## config.mk

```make
export PLATFORM = sky130hd
export DESIGN_NAME = spi_fifo
export DESIGN_NICKNAME = d
export VERILOG_FILES = /design/src/rtl/spi_fifo.sv
export SDC_FILE = /design/constraint.sdc
export NUM_CORES = 1
export LEC_CHECK = 0
export ABC_AREA = 1
export CAP_MARGIN = 20
export CORE_ASPECT_RATIO = 1.75
export CORE_UTILIZATION = 45
export DETAILED_ROUTE_END_ITERATION = 8
export RECOVER_POWER = 50
export SLEW_MARGIN = 15
export SYNTH_ARGS = -nofsm -noshare
export SYNTH_HDL_FRONTEND = slang
export SYNTH_SLANG_ARGS = --single-unit
export TNS_END_PERCENT = 1
```

## constraint.sdc

```tcl
create_clock -name clk -period 2.7 [get_ports clk]
set_input_delay 0.27 -clock clk [delete_from_list [all_inputs] [get_ports clk]]
set_output_delay 0.27 -clock clk [all_outputs]
set_load 0.01 [all_outputs]
```

## src/rtl/spi_fifo.sv

```systemverilog
// spi_fifo: SPI master with byte-wide TX/RX FIFOs behind a four-register CPU port.
// Mode (fast/CPHA/CPOL) is captured at byte start; chip selects follow the control register immediately.
module spi_fifo #(
    parameter int CLK     = 36000000,
    parameter int FAST_HZ = 18000000,
    parameter int SLOW_HZ = 400000,
    parameter int DEPTH   = 8,
    parameter int NCS     = 2
) (
    input  logic           clk,
    input  logic           reset,
    input  logic           wr,
    input  logic           rd,
    input  logic [1:0]     adr,
    input  logic [7:0]     data_in,
    output logic [7:0]     data_out,
    output logic           busy,
    output logic           sclk,
    output logic           mosi,
    input  logic           miso,
    output logic [NCS-1:0] cs_n
);
    localparam int HF = CLK / (2 * FAST_HZ) < 1 ? 1 : CLK / (2 * FAST_HZ);
    localparam int HS = CLK / (2 * SLOW_HZ) < 1 ? 1 : CLK / (2 * SLOW_HZ);
    localparam int DW = $clog2(HF > HS ? HF : HS) + 1;
    localparam int AW = $clog2(DEPTH);
    localparam int CW = $clog2(DEPTH + 1);

    typedef enum logic [1:0] {IDLE, LOAD, SHIFT, DONE} state_t;
    state_t state;

    logic [7:0]    tx_mem [DEPTH];
    logic [7:0]    rx_mem [DEPTH];
    logic [AW-1:0] tx_wp, tx_rp, rx_wp, rx_rp;
    logic [CW-1:0] tx_cnt, rx_cnt;
    logic          tx_ovf, rx_ovf;
    logic [6:0]    ctrl;
    logic [7:0]    sh, rx_sh;
    logic [3:0]    hp;
    logic [DW-1:0] div, lim;
    logic          fast_l, cpha_l, cpol_l;
    logic          tx_empty, tx_full, rx_empty, rx_full;
    logic          tx_push, tx_pop, rx_push, rx_pop, edge_now, lead;
    logic [7:0]    status;

    always_comb begin
        tx_empty = tx_cnt == '0;
        tx_full  = tx_cnt == CW'(DEPTH);
        rx_empty = rx_cnt == '0;
        rx_full  = rx_cnt == CW'(DEPTH);
        tx_pop   = state == LOAD;
        tx_push  = wr && adr == 2'd0 && (!tx_full || tx_pop);
        rx_pop   = rd && adr == 2'd0 && !rx_empty;
        rx_push  = state == DONE && (!rx_full || rx_pop);
        busy     = state != IDLE || !tx_empty;
        status   = {1'b0, rx_ovf, tx_ovf, busy, rx_full, rx_empty, tx_full, tx_empty};
        lim      = fast_l ? DW'(HF - 1) : DW'(HS - 1);
        edge_now = state == SHIFT && div == lim;
        lead     = !hp[0];
    end

    always_comb begin
        cs_n = '1;
        for (int i = 0; i < NCS; i++)
            cs_n[i] = ctrl[3] && ctrl[2:0] == 3'(i) ? 1'b0 : 1'b1;
    end

    always_ff @(posedge clk) begin
        if (tx_push) tx_mem[tx_wp] <= data_in;
        if (rx_push) rx_mem[rx_wp] <= rx_sh;
        if (reset) begin
            state    <= IDLE;
            tx_wp    <= '0;
            tx_rp    <= '0;
            rx_wp    <= '0;
            rx_rp    <= '0;
            tx_cnt   <= '0;
            rx_cnt   <= '0;
            tx_ovf   <= 1'b0;
            rx_ovf   <= 1'b0;
            ctrl     <= '0;
            sh       <= '0;
            rx_sh    <= '0;
            hp       <= '0;
            div      <= '0;
            fast_l   <= 1'b0;
            cpha_l   <= 1'b0;
            cpol_l   <= 1'b0;
            sclk     <= 1'b0;
            mosi     <= 1'b1;
            data_out <= 8'h00;
        end else begin
            if (tx_push) tx_wp <= tx_wp + AW'(1);
            if (tx_pop) tx_rp <= tx_rp + AW'(1);
            if (rx_push) rx_wp <= rx_wp + AW'(1);
            if (rx_pop) rx_rp <= rx_rp + AW'(1);
            tx_cnt <= tx_cnt + CW'(tx_push) - CW'(tx_pop);
            rx_cnt <= rx_cnt + CW'(rx_push) - CW'(rx_pop);
            tx_ovf <= (tx_ovf && !(wr && adr == 2'd2)) || (wr && adr == 2'd0 && !tx_push);
            rx_ovf <= (rx_ovf && !(wr && adr == 2'd2)) || (state == DONE && !rx_push);
            if (wr && adr == 2'd1) ctrl <= data_in[6:0];
            if (rd)
                data_out <= adr == 2'd0 ? (rx_empty ? 8'hFF : rx_mem[rx_rp]) :
                            adr == 2'd1 ? status :
                            adr == 2'd2 ? 8'(tx_cnt) : 8'h00;
            case (state)
                IDLE: begin
                    sclk <= ctrl[6];
                    if (!tx_empty) state <= LOAD;
                end
                LOAD: begin
                    sh     <= tx_mem[tx_rp];
                    fast_l <= ctrl[4];
                    cpha_l <= ctrl[5];
                    cpol_l <= ctrl[6];
                    sclk   <= ctrl[6];
                    if (!ctrl[5]) mosi <= tx_mem[tx_rp][7];
                    div    <= '0;
                    hp     <= '0;
                    state  <= SHIFT;
                end
                SHIFT: begin
                    div <= edge_now ? '0 : div + DW'(1);
                    if (edge_now) begin
                        sclk <= !sclk;
                        hp   <= hp + 4'd1;
                        // sample on the edge CPHA selects; the last CPHA=0 trailing edge leaves mosi alone
                        if (lead != cpha_l) rx_sh <= {rx_sh[6:0], miso};
                        else if (cpha_l || hp != 4'd15) begin
                            mosi <= cpha_l ? sh[7] : sh[6];
                            sh   <= {sh[6:0], 1'b0};
                        end
                        if (hp == 4'd15) state <= DONE;
                    end
                end
                default: begin
                    sclk  <= cpol_l;
                    state <= IDLE;
                end
            endcase
        end
    end
endmodule

```

==> results.py <==
metrics = {
    "detailed_routing": {
        "drt_first_iter_violations": 275,
        "drc_errors": 0,
        "drt-wirelength-per-cell_um": 15.80,
        "first_pass_iters": 4,
        "drt-total-wl_um": 19320,
        "vias": 6146,
        "routed_via_density": 5.025,
        "drtAntennaViolNets": 0,
    },
    "logic_synthesis": {
        "synth_edf_count": 128,
        "synth-compound-area-share": 0.05253,
        "ys_ff_latch": 205,
        "syn_inst": 924,
        "synthTopCellsByArea": "edfxtp_1, dfxtp_1, nand2_1",
        "synth_area_leader_cell": "edfxtp_1",
        "synth_cell_types": 35,
        "synth_top_family_by_area": "simple AND/OR/NAND/NOR gates",
        "yosysSeqAreaShare": 0.6110,
        "synth-simple-area-share": 0.2352,
        "synth_xor_area_frac": 0.007950,
        "syn_area_per_cell_sq_um": 9.538,
        "synth_fa_ha_area_frac": 0.03719,
        "yosys.area.top_type_share": 0.4361,
        "synth-warning-count": 0,
        "muxShareOfSynthArea": 0,
        "async_flop_share": 0,
        "synth_area_sq_um": 8813,
        "synthFlopType": "edfxtp_1",
        "synth_fp_nets": 964,
    },
    "sta": {
        "hold_viol": 0,
        "setup_violations": 0,
        "fin_tns_setup_ns": 0,
        "rsz0062_at_grt": "no",
        "report.final.slew_viol_count": 0,
        "min_period_ns": 2.371,
        "worstMarginPinSlew_ns": 0.7206,
        "maxSlewHeadroom": 0.5191,
        "timing.final.crit_share": 0.8781,
        "hold_ws_ns": 0.3845,
        "fin_skew_ns": 0.008365,
        "fmax_ghz": 0.4218,
    },
    "floorplan": {
        "fp-row-count": 67,
        "core_sq_um": 19200,
        "boundaryPins": 28,
        "dieArea_sq_um": 20170,
        "die_h_um": 187.1,
        "initial_core_util": 0.4591,
        "die_x_um": 107.8,
    },
    "worst_setup_path": {
        "r2r-start": "state[1]$_SDFFE_PP0P_",
        "crit_path_max_fanout": 9,
        "r2r_end": "tx_cnt[1]$_SDFF_PP0_",
        "crit_buf_inv": 4,
        "cp_cell_sequence": "inv_1, ha_1, inv_2, nand4_1, nand2_1, inv_1, nand2_1, nand2_1, ha_1, inv_1, fa_1, nor2_1",
        "endpoint": "tx_cnt[1]$_SDFF_PP0_",
        "crit_required_ns": 3.12,
        "end_kind": "flop",
        "critPathKind": "reg -> reg",
        "critPathTopFamily": "adder cells",
        "startpoint": "state[1]$_SDFFE_PP0P_",
        "cpMaxStageDelayCell": "dfxtp_1",
        "crit_path_start_kind": "flop",
        "cpPeakStageDelay_ns": 0.41,
        "reg2reg_depth": 12,
        "critical_path_depth": 12,
        "ff2ff_setup_slack_ns": 0.33,
        "arrival_ns": 2.79,
    },
    "cts": {
        "cts.sinks": 205,
        "cts_tree": "yes",
        "cts_resized": 0,
        "clk_pin_slew_worst_paths_ns": 0.07,
        "cts_setup_buffers": 0,
        "cts_hold_buf": 0,
        "root_buffer": "clkbuf_16",
        "cts.htree.levels": 1,
        "clk-insertion-delay-late_ns": 0.48,
        "numCtsBuffers": 19,
        "clock_path_buffers": 3,
    },
    "global_routing": {
        "grt_use_met3": 0.02509,
        "grt_use_met1": 0.1980,
        "busiest_layer": "met2",
        "grt_max_degree": 42,
        "grtUsageMet2": 0.3841,
        "grt_pass1_wl_um": 30610,
        "antenna_found_initial": 0,
        "grt_pass1_vias": 6052,
        "overflow": 0,
        "grt_usage": 0.1977,
    },
    "pwr": {
        "p_total_mw": 8.955,
        "p_int_mw": 6.156,
        "p_sw_mw": 2.800,
        "power_density_nw_per_um2": 889.0,
        "leakagePower_nw": 3.906,
        "p_comb_frac": 0.260,
        "power.ir.vdd_worst_uv": 631.7,
        "seqPwrFrac": 0.419,
        "clock_power_share": 0.321,
        "switching_share": 0.3126,
    },
    "cells_and_area": {
        "nNetsFinal": 1010,
        "ff_latch_area_sq_um": 5385,
        "drive_above_1_share": 0.07841,
        "final_util": 0.5247,
        "multi_input_area_sq_um": 2900,
        "final_cell_area_sq_um": 10070,
        "diodes": 0,
        "syn2layout_area_growth_pct": 14.30,
        "fillers": 1724,
    },
    "place": {
        "dp_hpwl_um": 13680,
        "gp_congestion": 0.8510,
        "place_area_sq_um": 9447,
        "portBuffers": 27,
    },
    "outcome": {
        "status": "finished, final reports clean",
    },
    "run": {
        "maxCapViolCount": 0,
    },
    "min_path": {
        "min_path_type": "in -> reg",
    },
}
Yosys cell counts, drive strengths merged, types with 7 or more instances:
library cell and count:
nand4 7, nand3 120, inv 75, buf 29, o21ai 42, dfxtp 77
a21oi 43, ha 23, nor2 102, edfxtp 128, clkbuf 9, nand2 245
routing by layer:
| metal | vias up | wire length, um |
|---|---|---|
| met1 | 2850 | 7077 |
| met5 | - | 0 |
| met3 | 44 | 512 |
| met2 | 92 | 10810 |
| met4 | 0 | 915 |
| li1 | 3160 | - |
how the worst min path moves through the flow:
stage	startpoint	end	slack (ns)	depth (start not counted)
2_1_floorplan	data_in[0]	tx_mem[0][0]$_DFFE_PP_	0.37	0
3_3_place_gp	cpol_l$_SDFFE_PP0P_	cpol_l$_SDFFE_PP0P_	0.45	2
3_5_place_dp	cpol_l$_SDFFE_PP0P_	cpol_l$_SDFFE_PP0P_	0.46	2
4_1_cts	miso	rx_sh[0]$_SDFFE_PP0P_	0.38	3
5_1_grt	miso	rx_sh[0]$_SDFFE_PP0P_	0.39	3
6_report	miso	rx_sh[0]$_SDFFE_PP0P_	0.38	3
state kept, by name (all words and copies together), names as in the netlist, 2 cells and up, named ones only:
| name | count |
|---|---|
| tx_rp | 3 |
| rx_mem | 64 |
| rx_sh | 8 |
| sh | 8 |
| data_out | 8 |
| rx_wp | 3 |
| rx_rp | 3 |
| hp | 4 |
| state | 2 |
| rx_cnt | 4 |
| ctrl | 7 |
| tx_wp | 3 |
| div | 7 |
| tx_mem | 64 |
| tx_cnt | 4 |
cell usage in the layout (no fill, tap or decap), types with 7 or more instances in the layout:
master and count:
inv_2 7, edfxtp_1 128, o21ai_0 40, dlygate4sd3_1 17, nand3_1 118, buf_4 33
clkbuf_16 19, ha_1 23, inv_1 68, nand2_1 244, nand4_1 7, clkdlybuf4s50_1 10
nor2_1 100, a21oi_1 41, dfxtp_1 77
power groups by stage:
| stage | sequential (mW) | clock, mW | combinational, mW |
|---|---|---|---|
| 3_5_place_dp | 3.82 | 0 | 2.42 |
| 5_1_grt | 3.78 | 3.03 | 2.69 |
| 3_3_place_gp | 3.82 | 0 | 2.38 |
| 4_1_cts | 3.75 | 2.93 | 2.44 |
| 2_1_floorplan | 3.76 | 0 | 1.79 |
| 6_report | 3.75 | 2.87 | 2.33 |
final cells by class:
cell class                 count  area share
inverter                      76     0.02832
sequential                   205      0.5346
multi-input combinational    605      0.2879
timing repair buffer          63     0.05291
clock buffer                  21     0.04794
tap                          241     0.02993
clock inverter                12     0.01838
worst min-delay path: cells and delay by family:
kind / cells / cell delay (ns)
buf+inv: 1 / 0.40
simple gates: 2 / 0.15
per-stage QoR:
| stage | worst slack, ns | std cells |
|---|---|---|
| 3_3_place_gp | 0.1549 | 1190 |
| 5_1_grt | 0.1311 | 1223 |
| 4_1_cts | 0.3052 | 1223 |
| 3_5_place_dp | 0.09687 | 1190 |
| 6_report | 0.3292 | 1223 |
| 2_1_floorplan | 0.5371 | 924 |
cell families (layout without fill, tap and decap cells):
logic type,count (synthesis),count (layout)
AO/OA/AOI/OAI,89,89
XOR/XNOR,8,8
adder cells (fa/ha/maj),25,25
buffers and inverters,114,172
flip-flops,205,205
AND/OR/NAND/NOR,483,483
Note: power is estimated with default switching activity, not from simulation.
